==> src/rtl/gray_ctrl_pkg.sv <==
// Shared definitions for the Gray counter push-button sequencer:
// FSM state encoding and a width helper for the hold/rate counters.
package gray_ctrl_pkg;

    typedef enum logic [1:0] {
        ST_IDLE     = 2'd0,
        ST_PRESS    = 2'd1,
        ST_REPEAT   = 2'd2,
        ST_WAIT_REL = 2'd3
    } ctrl_state_e;

    // Bits needed to hold values 0..max_val (never less than one bit).
    function automatic int cnt_width(input int max_val);
        int w;
        w = $clog2(max_val + 1);
        return (w < 1) ? 1 : w;
    endfunction

endpackage

==> src/rtl/gray_step_ctrl.sv <==
// Push-button sequencer: turns a debounced button into single steps,
// auto-repeat steps while held, and a counter clear on a very long hold.
// Also keeps a binary shadow count of issued steps.
module gray_step_ctrl
    import gray_ctrl_pkg::*;
#(
    parameter int N        = 8,
    parameter int HOLD_CYC = 16,
    parameter int RATE_CYC = 4,
    parameter int CLR_CYC  = 64
) (
    input  logic         clk,
    input  logic         reset,
    input  logic         btn,
    output logic         cnt_en,
    output logic         cnt_clr,
    output logic         busy,
    output logic [N-1:0] pulse_cnt
);

    localparam int TW = cnt_width(CLR_CYC - 1);
    localparam int RW = cnt_width(RATE_CYC - 1);

    localparam logic [TW-1:0] TIMER_ONE  = TW'(1);
    localparam logic [TW-1:0] HOLD_LAST  = TW'(HOLD_CYC - 1);
    localparam logic [TW-1:0] CLR_LAST   = TW'(CLR_CYC - 1);
    localparam logic [RW-1:0] RATE_ONE   = RW'(1);
    localparam logic [RW-1:0] RATE_LAST  = RW'(RATE_CYC - 1);
    localparam logic [N-1:0]  PCNT_ONE   = N'(1);

    ctrl_state_e   state_q, state_d;
    logic [TW-1:0] timer_q, timer_d;
    logic [RW-1:0] rate_q, rate_d;
    logic [N-1:0]  pulse_cnt_q, pulse_cnt_d;
    logic          cnt_en_q, cnt_en_d;
    logic          cnt_clr_q, cnt_clr_d;
    logic          busy_q, busy_d;
    logic          btn_q;
    logic          rise;

    // A button held through reset release must not look like a new press,
    // hence btn_q resets high.
    always_ff @(posedge clk or negedge reset) begin
        if (!reset) begin
            state_q     <= ST_IDLE;
            timer_q     <= '0;
            rate_q      <= '0;
            pulse_cnt_q <= '0;
            cnt_en_q    <= 1'b0;
            cnt_clr_q   <= 1'b0;
            busy_q      <= 1'b0;
            btn_q       <= 1'b1;
        end else begin
            state_q     <= state_d;
            timer_q     <= timer_d;
            rate_q      <= rate_d;
            pulse_cnt_q <= pulse_cnt_d;
            cnt_en_q    <= cnt_en_d;
            cnt_clr_q   <= cnt_clr_d;
            busy_q      <= busy_d;
            btn_q       <= btn;
        end
    end

    // Next-state, pulse generation and shadow count; release always wins
    // over a threshold reached at the same edge.
    always_comb begin
        state_d     = state_q;
        timer_d     = timer_q;
        rate_d      = rate_q;
        cnt_en_d    = 1'b0;
        cnt_clr_d   = 1'b0;
        pulse_cnt_d = pulse_cnt_q;
        rise        = btn & ~btn_q;

        case (state_q)
            ST_IDLE: begin
                if (rise) begin
                    state_d  = ST_PRESS;
                    cnt_en_d = 1'b1;
                    timer_d  = TIMER_ONE;
                end
            end
            ST_PRESS: begin
                if (!btn) begin
                    state_d = ST_IDLE;
                    timer_d = '0;
                end else if (timer_q == HOLD_LAST) begin
                    state_d  = ST_REPEAT;
                    cnt_en_d = 1'b1;
                    rate_d   = '0;
                    timer_d  = timer_q + TIMER_ONE;
                end else begin
                    timer_d = timer_q + TIMER_ONE;
                end
            end
            ST_REPEAT: begin
                if (!btn) begin
                    state_d = ST_IDLE;
                    timer_d = '0;
                    rate_d  = '0;
                end else if (timer_q == CLR_LAST) begin
                    // The clear replaces any step that falls due here.
                    state_d   = ST_WAIT_REL;
                    cnt_clr_d = 1'b1;
                end else begin
                    timer_d = timer_q + TIMER_ONE;
                    if (rate_q == RATE_LAST) begin
                        cnt_en_d = 1'b1;
                        rate_d   = '0;
                    end else begin
                        rate_d = rate_q + RATE_ONE;
                    end
                end
            end
            ST_WAIT_REL: begin
                if (!btn) begin
                    state_d = ST_IDLE;
                    timer_d = '0;
                    rate_d  = '0;
                end
            end
            default: begin
                state_d = ST_IDLE;
            end
        endcase

        if (cnt_clr_d) begin
            pulse_cnt_d = '0;
        end else if (cnt_en_d) begin
            pulse_cnt_d = pulse_cnt_q + PCNT_ONE;
        end

        busy_d = (state_d != ST_IDLE);
    end

    assign cnt_en    = cnt_en_q;
    assign cnt_clr   = cnt_clr_q;
    assign busy      = busy_q;
    assign pulse_cnt = pulse_cnt_q;

endmodule

==> config.mk <==
export PLATFORM = sky130hd
export DESIGN_NAME = gray_step_ctrl
export DESIGN_NICKNAME = d
export VERILOG_FILES = /design/src/rtl/gray_ctrl_pkg.sv /design/src/rtl/gray_step_ctrl.sv
export SDC_FILE = /design/constraint.sdc
export NUM_CORES = 1
export LEC_CHECK = 0
export CAP_MARGIN = 20
export CORE_MARGIN = 2
export CORE_UTILIZATION = 40
export CTS_CLUSTER_SIZE = 10
export DETAILED_ROUTE_END_ITERATION = 10
export GPL_ROUTABILITY_DRIVEN = 0
export GPL_TIMING_DRIVEN = 1
export PLACE_DENSITY = 0.6
export SLEW_MARGIN = 30
export SYNTH_ARGS = -nofsm -noshare
export SYNTH_HDL_FRONTEND = slang
export SYNTH_SLANG_ARGS = --single-unit
==> constraint.sdc <==
create_clock -name clk -period 2.95 [get_ports clk]
set_clock_uncertainty 0.15 [all_clocks]
set_input_delay 0.295 -clock clk [delete_from_list [all_inputs] [get_ports clk]]
set_output_delay 0.295 -clock clk [all_outputs]
set_load 0.02 [all_outputs]
==> impl_results.md <==
- Via count: slightly above 1000
- Max-Cap Viols: 0
- Power, Total: roughly 0.00091 W
- Synth area leader: dfrtp_1
- H-tree lvl count: 1
- Setup TNS: 0 ns
- CORE AREA: 3078 sq um
- Worst hold margin: roughly 0.16 ns
- Port bufs: 13
- Final Hold Viols: 0
- Inst Count DP: about 190
- Synth top area share: 0.4054
- Non-Filler Instances: around 200
- FF-to-FF Start: state_q[0]
- DP Wirelength: around 1900 um
- Vias in the first global route: 1052
- CTS tree: built
- Slew HR: 0.6926
- Mapped Nets: approximately 150
- Die W: slightly above 60 um
- # nets final: between 150 and 200
- Status: finished clean
- Power share of the sequential group: 0.431
- Hold buffers post-CTS: 0
- ANT nets after route: 0
- # diodes: 0
- VDD IR max: about 0.29 mV
- First-pass iteration count of the detailed router: 4
- Netlist cell types: 36
- TritonCTS Buffers: 3
- Most used DFF post-synth: dfrtp_1
- Seq cells post-synth: 22
- Asr flop ratio synth: 1.000
- Sequential share of the synthesized area: 0.4257
- Clock Latency Late Sink: about 0.32 ns
- Switching Share: 0.3680
- Worst setup EP type: register
- Cell Rows: 20
- WL/cell: between 10 and 15 um
- Synth area leaders: dfrtp_1 (41%), ha_1 (7.7%), nand2_1 (4.3%)
- Area after DPL: 1494 sq um
- Critical path launch point type: register
- Crit Path Max Fanout: 10
- First-pass GRT wire length: around 4500 um
- Starting Density: 0.4211
- Ports: 14
- Path depth of the worst reg2reg path: 8
- Final Instance Area: around 1500 sq um
- Residual DRC: 0
- Clock root buffer: clkbuf_4
- Max Buffers Root-to-Sink: 2
- Post-cts resize count: 0
- Starting DRC count in detailed routing: 34
- Crit Path Class: reg2reg
- Setup violators final: 0
- RSZ-0062 raised after global routing: no
- Switch Pwr: about 0.00033 W
- Hold Path Class: in2async
- GRT overflow: 0
- Area Overhead vs Synth: 18.05%
- Final Cycle Share: 0.8173
- R2r setup slk: about 0.54 ns
- Share of cells above drive strength 1: 0.1053
- Post-Syn Instances: around 130
- Total length of routed wires: approximately 2600 um
- Int Power: between 0.0005 and 0.0006 W
- Worst-Margin Slew: 0.4602 ns
- Worst-path clk slew: 0.13 ns
- DIE AREA: between 3000 and 4000 sq um
- GRT Util Overall: 0.1631
- RR Endpoint: timer_q[5]
- Clock sinks: 22
- Number of flops mapped to enable cells by yosys: 0
- Clock network fraction of total power: 0.188
- Min cycle time layout: around 2.4 ns
- Fin. max-slew vios: 0
- Pwr dens: slightly below 600 nW/um^2
- Routed vias/inst: between 5 and 6
- Synthesized cell area: 1296 sq um
- CP Data Required Time: 3.06 ns
- Mean Syn Cell Area: 9.673 sq um
- Die Ht: about 61 um
- Initial antenna violation count: 0
- Largest net degree at the start of global routing: 23
- Post-CTS Setup Repair Bufs: 0
- Synth warnings: 0
- WP data arrival: 2.53 ns
- LEAKAGE: between 0.6 and 0.7 nW
- Combinational Power Share: 0.381
- Fmax: between 0.4 and 0.5 GHz
worst max-delay path, cell delays in order (launching register included):
cell     delay [ns]
dfrtp_1        0.45
inv_1          0.11
ha_1           0.32
nand2_1        0.14
nor3_2         0.04
buf_4          0.17
a221o_2        0.38
or4_1          0.51
nand3_1        0.09
cell usage in the layout (no fill, tap or decap):
master            n
a2111oi_2         1
a2111oi_4         1
a211oi_1          3
a21o_1            1
a21oi_1           2
a21oi_2           1
a221o_1           1
a221o_2           1
a31oi_1           1
a32o_1            1
and2_1            2
and3_1            3
buf_4             3
clkbuf_4          3
clkbuf_8          1
clkdlybuf4s50_1  13
dfrtp_1          21
dfstp_2           1
ha_1              8
inv_1             6
mux2i_1           3
nand2_1          15
nand2b_1          3
nand3_1           9
nand3_2           1
nand3b_1          2
nor2_1           13
nor2b_1           3
nor3_1            2
nor3_2            1
o211ai_1          1
o211ai_2          1
o21ai_0          11
o21ai_1           1
o31ai_1           2
o41a_4            1
or3_1             2
or4_1             1
xnor2_1           6
worst max-delay path by stage:
stage	start	to	slack [ns]	cells after the start
6_report	state_q[0]	timer_q[5]	0.54	8
4_1_cts	state_q[0]	timer_q[5]	0.53	8
3_3_place_gp	btn	timer_q[5]	0.58	7
3_5_place_dp	btn	timer_q[5]	0.55	7
5_1_grt	state_q[0]	timer_q[5]	0.36	8
2_1_floorplan	state_q[0]	timer_q[5]	0.83	8
cells by family after synthesis:
kind of cell,count (synthesis),share of synthesized area
AOI/OAI and AO/OA,30,0.1892
buffers and inverters,8,0.02510
DFF,22,0.4257
adders and majority gates,8,0.07722
muxes,3,0.02317
xor gates and xnor gates,6,0.04054
and+or+nand+nor,57,0.2191
Yosys cell counts, types with 2 or more instances:
library cell and instances:
and2_1 2, a211oi_1 3, o21ai_0 11, inv_1 6
xnor2_1 6, nor3_1 2, dfrtp_1 21, mux2i_1 3
ha_1 8, o31ai_1 2, and3_1 3, nor2_1 13
nand3_1 9, nand2_1 15, a21oi_1 2, nor2b_1 3
or3_1 2, nand3b_1 2, nand2b_1 3, buf_2 2
cell type report:
class,instances,area (sq um)
Fill cell,302,1548
Timing Repair Buffer,16,152.6
Inverter,6,22.52
Multi-Input combinational cell,104,711.9
Sequential cell,22,551.8
Clock buffer,4,36.28
Tap cell,44,55.05
registers in the layout, summed over array words and instances, names as in the netlist:
signal and flops:
pulse_cnt 8, timer_q 6, rate_q 2, state_q 2, btn_q 1, busy 1
cnt_clr 1, cnt_en 1
stage by stage:
step           worst slack [ns]  utilization
6_report                 0.5389       0.4972
5_1_grt                  0.3560       0.4972
4_1_cts                  0.5339       0.4972
3_5_place_dp             0.5526       0.4854
3_3_place_gp             0.5829       0.4854
2_1_floorplan            0.8328            -
metal layers:
layer / track usage / part of all wire / vias up / routed length, um
met1: 0.2143 / 0.50 / 491 / 1293
met4: 0.07764 / 0.012 / 0 / 30
met5: 0 / 0 / - / 0
met3: 0.01919 / 0.024 / 4 / 61
li1: - / - / 515 / -
met2: 0.2673 / 0.46 / 19 / 1183
power groups by stage:
stage                     Clock [W]  Sequential, W  Combinational, W
after global routing       0.000188       0.000402          0.000389
final                      0.000171       0.000392          0.000347
after detailed placement          0       0.000398          0.000347
after floorplan                   0       0.000424          0.000204
after CTS                  0.000180       0.000392          0.000350
after global placement            0       0.000394          0.000340
(Power assumes the default switching activity.)
